`config.mk`:
```
export PLATFORM = sky130hd
export DESIGN_NAME = bch_encoder
export DESIGN_NICKNAME = d
export VERILOG_FILES = /design/src/rtl/bch_pkg.sv /design/src/rtl/bch_parity_lfsr.sv /design/src/rtl/bch_encoder.sv
export SDC_FILE = /design/constraint.sdc
export NUM_CORES = 1
export LEC_CHECK = 0
export CAP_MARGIN = 20
export CORE_AREA = 2 2 66 68
export DETAILED_ROUTE_END_ITERATION = 10
export DIE_AREA = 0 0 68 70
export SETUP_SLACK_MARGIN = 0.05
export SLEW_MARGIN = 40
export SYNTH_ARGS = -nofsm -noshare
export SYNTH_HDL_FRONTEND = slang
export SYNTH_SLANG_ARGS = --single-unit
```
`constraint.sdc`:
```
create_clock -name clk -period 3.8 [get_ports clk]
set_clock_uncertainty 0.15 [all_clocks]
set_input_delay 0.57 -clock clk [delete_from_list [all_inputs] [get_ports clk]]
set_output_delay 0.57 -clock clk [all_outputs]
set_load 0.005 [all_outputs]
```
`src/rtl/bch_pkg.sv`:
```
// Shared constants and types for the BCH encode/decode chain.
// Defaults describe the (15,7) code with g(x) = x^8 + x^7 + x^6 + x^4 + 1.
package bch_pkg;

  localparam int BCH_N = 15;
  localparam int BCH_K = 7;

  // Number of parity bits for the default code.
  localparam int PAR = BCH_N - BCH_K;

  // Generator polynomial, bit i is the coefficient of x^i.
  localparam logic [PAR:0] BCH_GEN_POLY = 9'h1D1;

  typedef enum logic [1:0] {
    ST_IDLE  = 2'd0,
    ST_SHIFT = 2'd1,
    ST_DONE  = 2'd2
  } bch_state_e;

endpackage

```
`src/rtl/bch_parity_lfsr.sv`:
```
// Parity register for systematic BCH encoding: one step of polynomial
// division of m(x)*x^PAR by g(x) per enabled clock, message MSB first.
// clr has priority over en; the caller sequences the message bits.
module bch_parity_lfsr #(
  parameter int           PAR  = 8,
  parameter logic [PAR:0] POLY = 9'h1D1
) (
  input  logic           clk,
  input  logic           rst,
  input  logic           clr,
  input  logic           en,
  input  logic           data_bit,
  output logic [PAR-1:0] parity
);

  logic [PAR-1:0] lfsr_q;
  logic [PAR-1:0] lfsr_d;
  logic           fb;

  // Next remainder: shift left, fold g(x) back in when the feedback bit is set.
  always_comb begin
    lfsr_d = lfsr_q;
    fb     = data_bit ^ lfsr_q[PAR-1];
    if (clr) begin
      lfsr_d = '0;
    end else if (en) begin
      lfsr_d = {lfsr_q[PAR-2:0], 1'b0} ^ (fb ? POLY[PAR-1:0] : '0);
    end
  end

  // Remainder register.
  always_ff @(posedge clk or posedge rst) begin
    if (rst) lfsr_q <= '0;
    else     lfsr_q <= lfsr_d;
  end

  assign parity = lfsr_q;

endmodule

```
`src/rtl/bch_encoder.sv`:
```
// Systematic serial BCH encoder: codeword_out = {message, parity}.
// Optional build macro BCH_ERROR_INJECT_EN adds an err_mask input that is
// XORed onto the registered codeword (parity still uses the clean message).
//
// Handshake: start_encode is a level request. It is sampled in IDLE together
// with message (and err_mask); the requester keeps it high until it sees
// finished_encode, then drops it. finished_encode stays high while start is
// held in DONE and falls on the edge after start drops. Dropping start before
// finished_encode aborts the encode with codeword_out left untouched.
module bch_encoder
  import bch_pkg::*;
#(
  parameter int             N        = BCH_N,
  parameter int             K        = BCH_K,
  parameter logic [N-K:0]   GEN_POLY = BCH_GEN_POLY
) (
  input  logic         clk,
  input  logic         rst,
  input  logic         start_encode,
  input  logic [K-1:0] message,
`ifdef BCH_ERROR_INJECT_EN
  input  logic [N-1:0] err_mask,
`endif
  output logic [N-1:0] codeword_out,
  output logic         busy,
  output logic         finished_encode
);

  localparam int PW = N - K;
  localparam int CW = (K > 1) ? $clog2(K) : 1;

  bch_state_e     state_q, state_d;
  logic [K-1:0]   msg_q, msg_d;
  logic [CW-1:0]  cnt_q, cnt_d;
  // Set after the last message bit has been shifted; gives the one spare
  // SHIFT cycle before DONE so finished rises K+2 edges after the start edge.
  logic           tail_q, tail_d;
  logic [N-1:0]   cw_q, cw_d;
  logic           fin_q, fin_d;
  logic           lfsr_clr;
  logic           lfsr_en;
  logic [PW-1:0]  parity;
  logic [N-1:0]   cw_mask;

`ifdef BCH_ERROR_INJECT_EN
  logic [N-1:0]   err_q, err_d;
  assign cw_mask = err_q;
`else
  assign cw_mask = '0;
`endif

  bch_parity_lfsr #(
    .PAR  (PW),
    .POLY (GEN_POLY)
  ) u_lfsr (
    .clk      (clk),
    .rst      (rst),
    .clr      (lfsr_clr),
    .en       (lfsr_en),
    .data_bit (msg_q[cnt_q]),
    .parity   (parity)
  );

  // Next-state and datapath control.
  always_comb begin
    state_d  = state_q;
    msg_d    = msg_q;
    cnt_d    = cnt_q;
    tail_d   = tail_q;
    cw_d     = cw_q;
    fin_d    = fin_q;
    lfsr_clr = 1'b0;
    lfsr_en  = 1'b0;
`ifdef BCH_ERROR_INJECT_EN
    err_d    = err_q;
`endif
    case (state_q)
      ST_IDLE: begin
        fin_d = 1'b0;
        if (start_encode) begin
          msg_d    = message;
`ifdef BCH_ERROR_INJECT_EN
          err_d    = err_mask;
`endif
          lfsr_clr = 1'b1;
          cnt_d    = CW'(K - 1);
          tail_d   = 1'b0;
          state_d  = ST_SHIFT;
        end
      end
      ST_SHIFT: begin
        if (!start_encode) begin
          state_d = ST_IDLE;
        end else if (tail_q) begin
          state_d = ST_DONE;
        end else begin
          lfsr_en = 1'b1;
          if (cnt_q == '0) tail_d = 1'b1;
          else             cnt_d  = cnt_q - 1'b1;
        end
      end
      ST_DONE: begin
        if (!start_encode) begin
          fin_d   = 1'b0;
          state_d = ST_IDLE;
        end else if (!fin_q) begin
          cw_d  = {msg_q, parity} ^ cw_mask;
          fin_d = 1'b1;
        end
      end
      default: begin
        fin_d   = 1'b0;
        state_d = ST_IDLE;
      end
    endcase
  end

  // State and datapath registers; reset clears everything immediately.
  always_ff @(posedge clk or posedge rst) begin
    if (rst) begin
      state_q <= ST_IDLE;
      msg_q   <= '0;
      cnt_q   <= '0;
      tail_q  <= 1'b0;
      cw_q    <= '0;
      fin_q   <= 1'b0;
`ifdef BCH_ERROR_INJECT_EN
      err_q   <= '0;
`endif
    end else begin
      state_q <= state_d;
      msg_q   <= msg_d;
      cnt_q   <= cnt_d;
      tail_q  <= tail_d;
      cw_q    <= cw_d;
      fin_q   <= fin_d;
`ifdef BCH_ERROR_INJECT_EN
      err_q   <= err_d;
`endif
    end
  end

  assign codeword_out    = cw_q;
  assign finished_encode = fin_q;
  assign busy            = (state_q != ST_IDLE);

endmodule
```
==> results.toml <==
[run_status]
outcome = "complete, no violations"

[setup_path]
end_kind = "output port"
reg2reg_from = "cnt_q[0]"
critical_path.max_fanout = 11
critPathKind = "flip-flop to output port"
regToRegSetupSlack_ns = 1.83
start_kind = "flip-flop"
endpoint_of_the_lowest_slack_register_to_register_path = "u_lfsr.parity[4]"
worst_path_arrival_time_ns = 1.55
r2r.worst_path.cells = 4
endpoint_required_time_on_the_critical_path_ns = 3.08

[sta]
setup-violations-final = 0
maxClockFrequency_mhz = 439.6
relative_slew_slack = 0.5344
timing.final.crit_period_ns = 2.275
setup_total_negative_slack_ns = 0
min_period_over_period = 0.5986
grt_setup_unrepaired = "false"
hold_slack_ns = 0.3594
report.final.hold_viol_count = 0
fin_ws_ns = 1.525
max_slew.worst_pin.slew_ns = 0.6976
timing_max_transition_violations_final = 0

[grt]
grt_first_pass_wirelength_um = 4830
grt_util_all_layers = 0.1415
grt_overflow_total = 0
grt_max_degree = 20
antenna_found_initial = 0
vias_in_the_first_global_route = 1033

[floorplan]
floorplan.core_area_mm2 = 0.004144
core.rowCount = 24
floorplan.die_area_mm2 = 0.004760
initial_core_util = 0.3907
fp.dieW_um = 68
top_level_i_o_count = 27
die_height_um = 70

[hold_path]
hold_path.startpoint = "codeword_out[8]"
hold_class = "flip-flop to flip-flop"
worst_hold_path.endpoint = "codeword_out[8]"
hold_depth = 1

[clock_network]
cts_repair_resize_count = 0
tritoncts.num_buffers = 5
clk-insertion-delay-late_ns = 0.29
clock_sinks = 37
cts.repair_timing.setup_buffer_count = 0
root_buffer_selected_by_cts = "clkbuf_8"
ctsHtreeMaxLevel = 2
number_of_hold_repair_buffers_added_at_the_cts_stage = 0
cts.path.max_buffers = 2
clk_pin_slew_worst_paths_ns = 0.07
tritoncts = "done"

[routing]
detailed_route_vias_per_instance = 5.010
wirelength_met1_um = 1210
firstDrtPassIters = 4
route.antenna.remaining_nets = 0
wl_met3_um = 139
maxUsedRoutingLayer = "met4"
dr_total_vias = 1012
wl_met2_um = 1439
average_routed_wire_per_standard_cell_um = 14.07
drt_wl_total_um = 2843
dr.first_iter.drc_count = 55
remaining_drc_errors = 0

[synth]
synth.yosys.seq_area_share = 0.5719
post_synth_inst_count = 117
synthesis.area_per_instance_um2 = 13.84
postSynth.asyncResetShare = 1.000
syn-cell-area_mm2 = 0.001619
number_of_flops_mapped_to_enable_cells_by_yosys = 0
synth_area_leader_cell = "dfrtp_1"
synth_cell_types = 27
synth_ff_type = "dfrtp_1"
synthesized_flop_and_latch_total = 37
post_synth_top_area_share = 0.5719
synth-warning-count = 0
mappedNetlistNets = 129
synth.top_cells.by_area = "dfrtp_1, mux2_2, a22o_1, xnor3_1, mux2i_1"

[placed_design]
finalWeightedCongestion = 0.7344
port_buffers = 26
place_hpwl_um = 2009
place_ws_ns = 1.313
placed_cells = 194

[run]
cap_violations = 0

[cells_and_area]
synthToLayoutAreaGrowth_pct = 27.28
final_layout_size_suffix_gt1_frac = 0.2400
num_antenna_cells = 0
net_count_of_the_finished_layout = 161
layoutNonFillerInstCount = 202

[power]
leakage_power_total_nw = 0.9237
power.density_mw_per_mm2 = 720.9
vdd_drop_max_mv = 0.4264
-- critical path, stage by stage (launching register included) --
cell             delay, ns
dfrtp_1               0.49
or2_2                 0.33
clkdlybuf4s50_1       0.44
-- where the power goes --
group	total, W	internal (W)	leakage [nW]	switching [W]
Sequential	0.000630	0.000523	0.473	0.000106
Clock	0.000350	0.000214	0.0585	0.000136
Combinational	0.000506	0.000329	0.392	0.000177
Total	0.00149	0.00107	0.924	0.000419
-- sequential cells by signal, indices dropped and copies added (netlist names) --
register and cells:
codeword_out 15, u_lfsr.parity 8, msg_q 7, cnt_q 3
state_q 2, finished_encode 1, tail_q 1
-- cells in the final DEF (no fill, tap or decap), types with 2 or more instances in the layout --
cell	synthesis	routed
dfrtp_1	37	37
clkdlybuf4s50_1	0	26
mux2_2	22	22
nand2_1	7	7
a22o_1	7	7
clkbuf_8	0	6
inv_1	5	5
o21ai_0	4	4
mux2i_1	3	3
xnor2_1	3	3
nor2_1	3	3
nor2b_1	2	2
xnor3_1	2	2
and2_1	2	2
nand3b_1	2	2
nor3_1	3	2
ha_1	2	2
buf_4	2	2
-- metal layers --
layer,track usage,up-vias
met4,0.08667,0
li1,-,476
met1,0.1704,508
met2,0.2179,23
met5,0,-
met3,0.04187,5
-- Yosys cell counts (all sizes together) (2+ instances only) --
master and n:
ha 2, dfrtp 37, nor3 3, inv 5, nor2b 2, nand3b 2
nand2 7, mux2i 4, xnor2 3, mux2 22, nor2 3, xnor3 2
buf 3, a22o 7, o21ai 4, and2 2
-- worst max path at each step --
stage | depth (start not counted) | slack (ns) | endpoint | startpoint
floorplan | 4 | 1.85 | codeword_out[0] | start_encode
global placement | 4 | 1.39 | msg_q[5] | start_encode
detailed placement | 4 | 1.31 | msg_q[4] | start_encode
CTS | 2 | 1.52 | busy | state_q[0]
global route | 2 | 1.47 | busy | state_q[0]
finish | 2 | 1.53 | busy | state_q[0]
-- logic make-up (layout without fill, tap and decap cells) --
logic type,Yosys count,in the layout,synth area share
compound gates,14,14,0.06415
xor+xnor,6,6,0.04946
fa+ha+maj,2,2,0.01545
buf+inv,8,41,0.02395
flops,37,37,0.5719
mux,27,27,0.1994
simple gates,23,23,0.07573
-- layout make-up --
cell class	instances	area [um^2]
clock buffers	7	86.33
clock inverters	1	30.03
fillers	355	2083
inverters	5	18.77
multi-input cells	72	659.4
flip-flops and latches	37	925.9
well taps	52	65.06
repair buffers	28	275.3
-- per-stage QoR --
stage	instance area [um^2]	util	power [W]
finish	2061	0.4973	0.001486
global route	2061	0.4973	0.001579
CTS	2061	0.4973	0.001508
detailed placement	1944	0.4692	0.001152
global placement	1944	0.4692	0.001133
floorplan	1619	-	0.0009444
No activity file was read; power rests on OpenSTA's default activity.
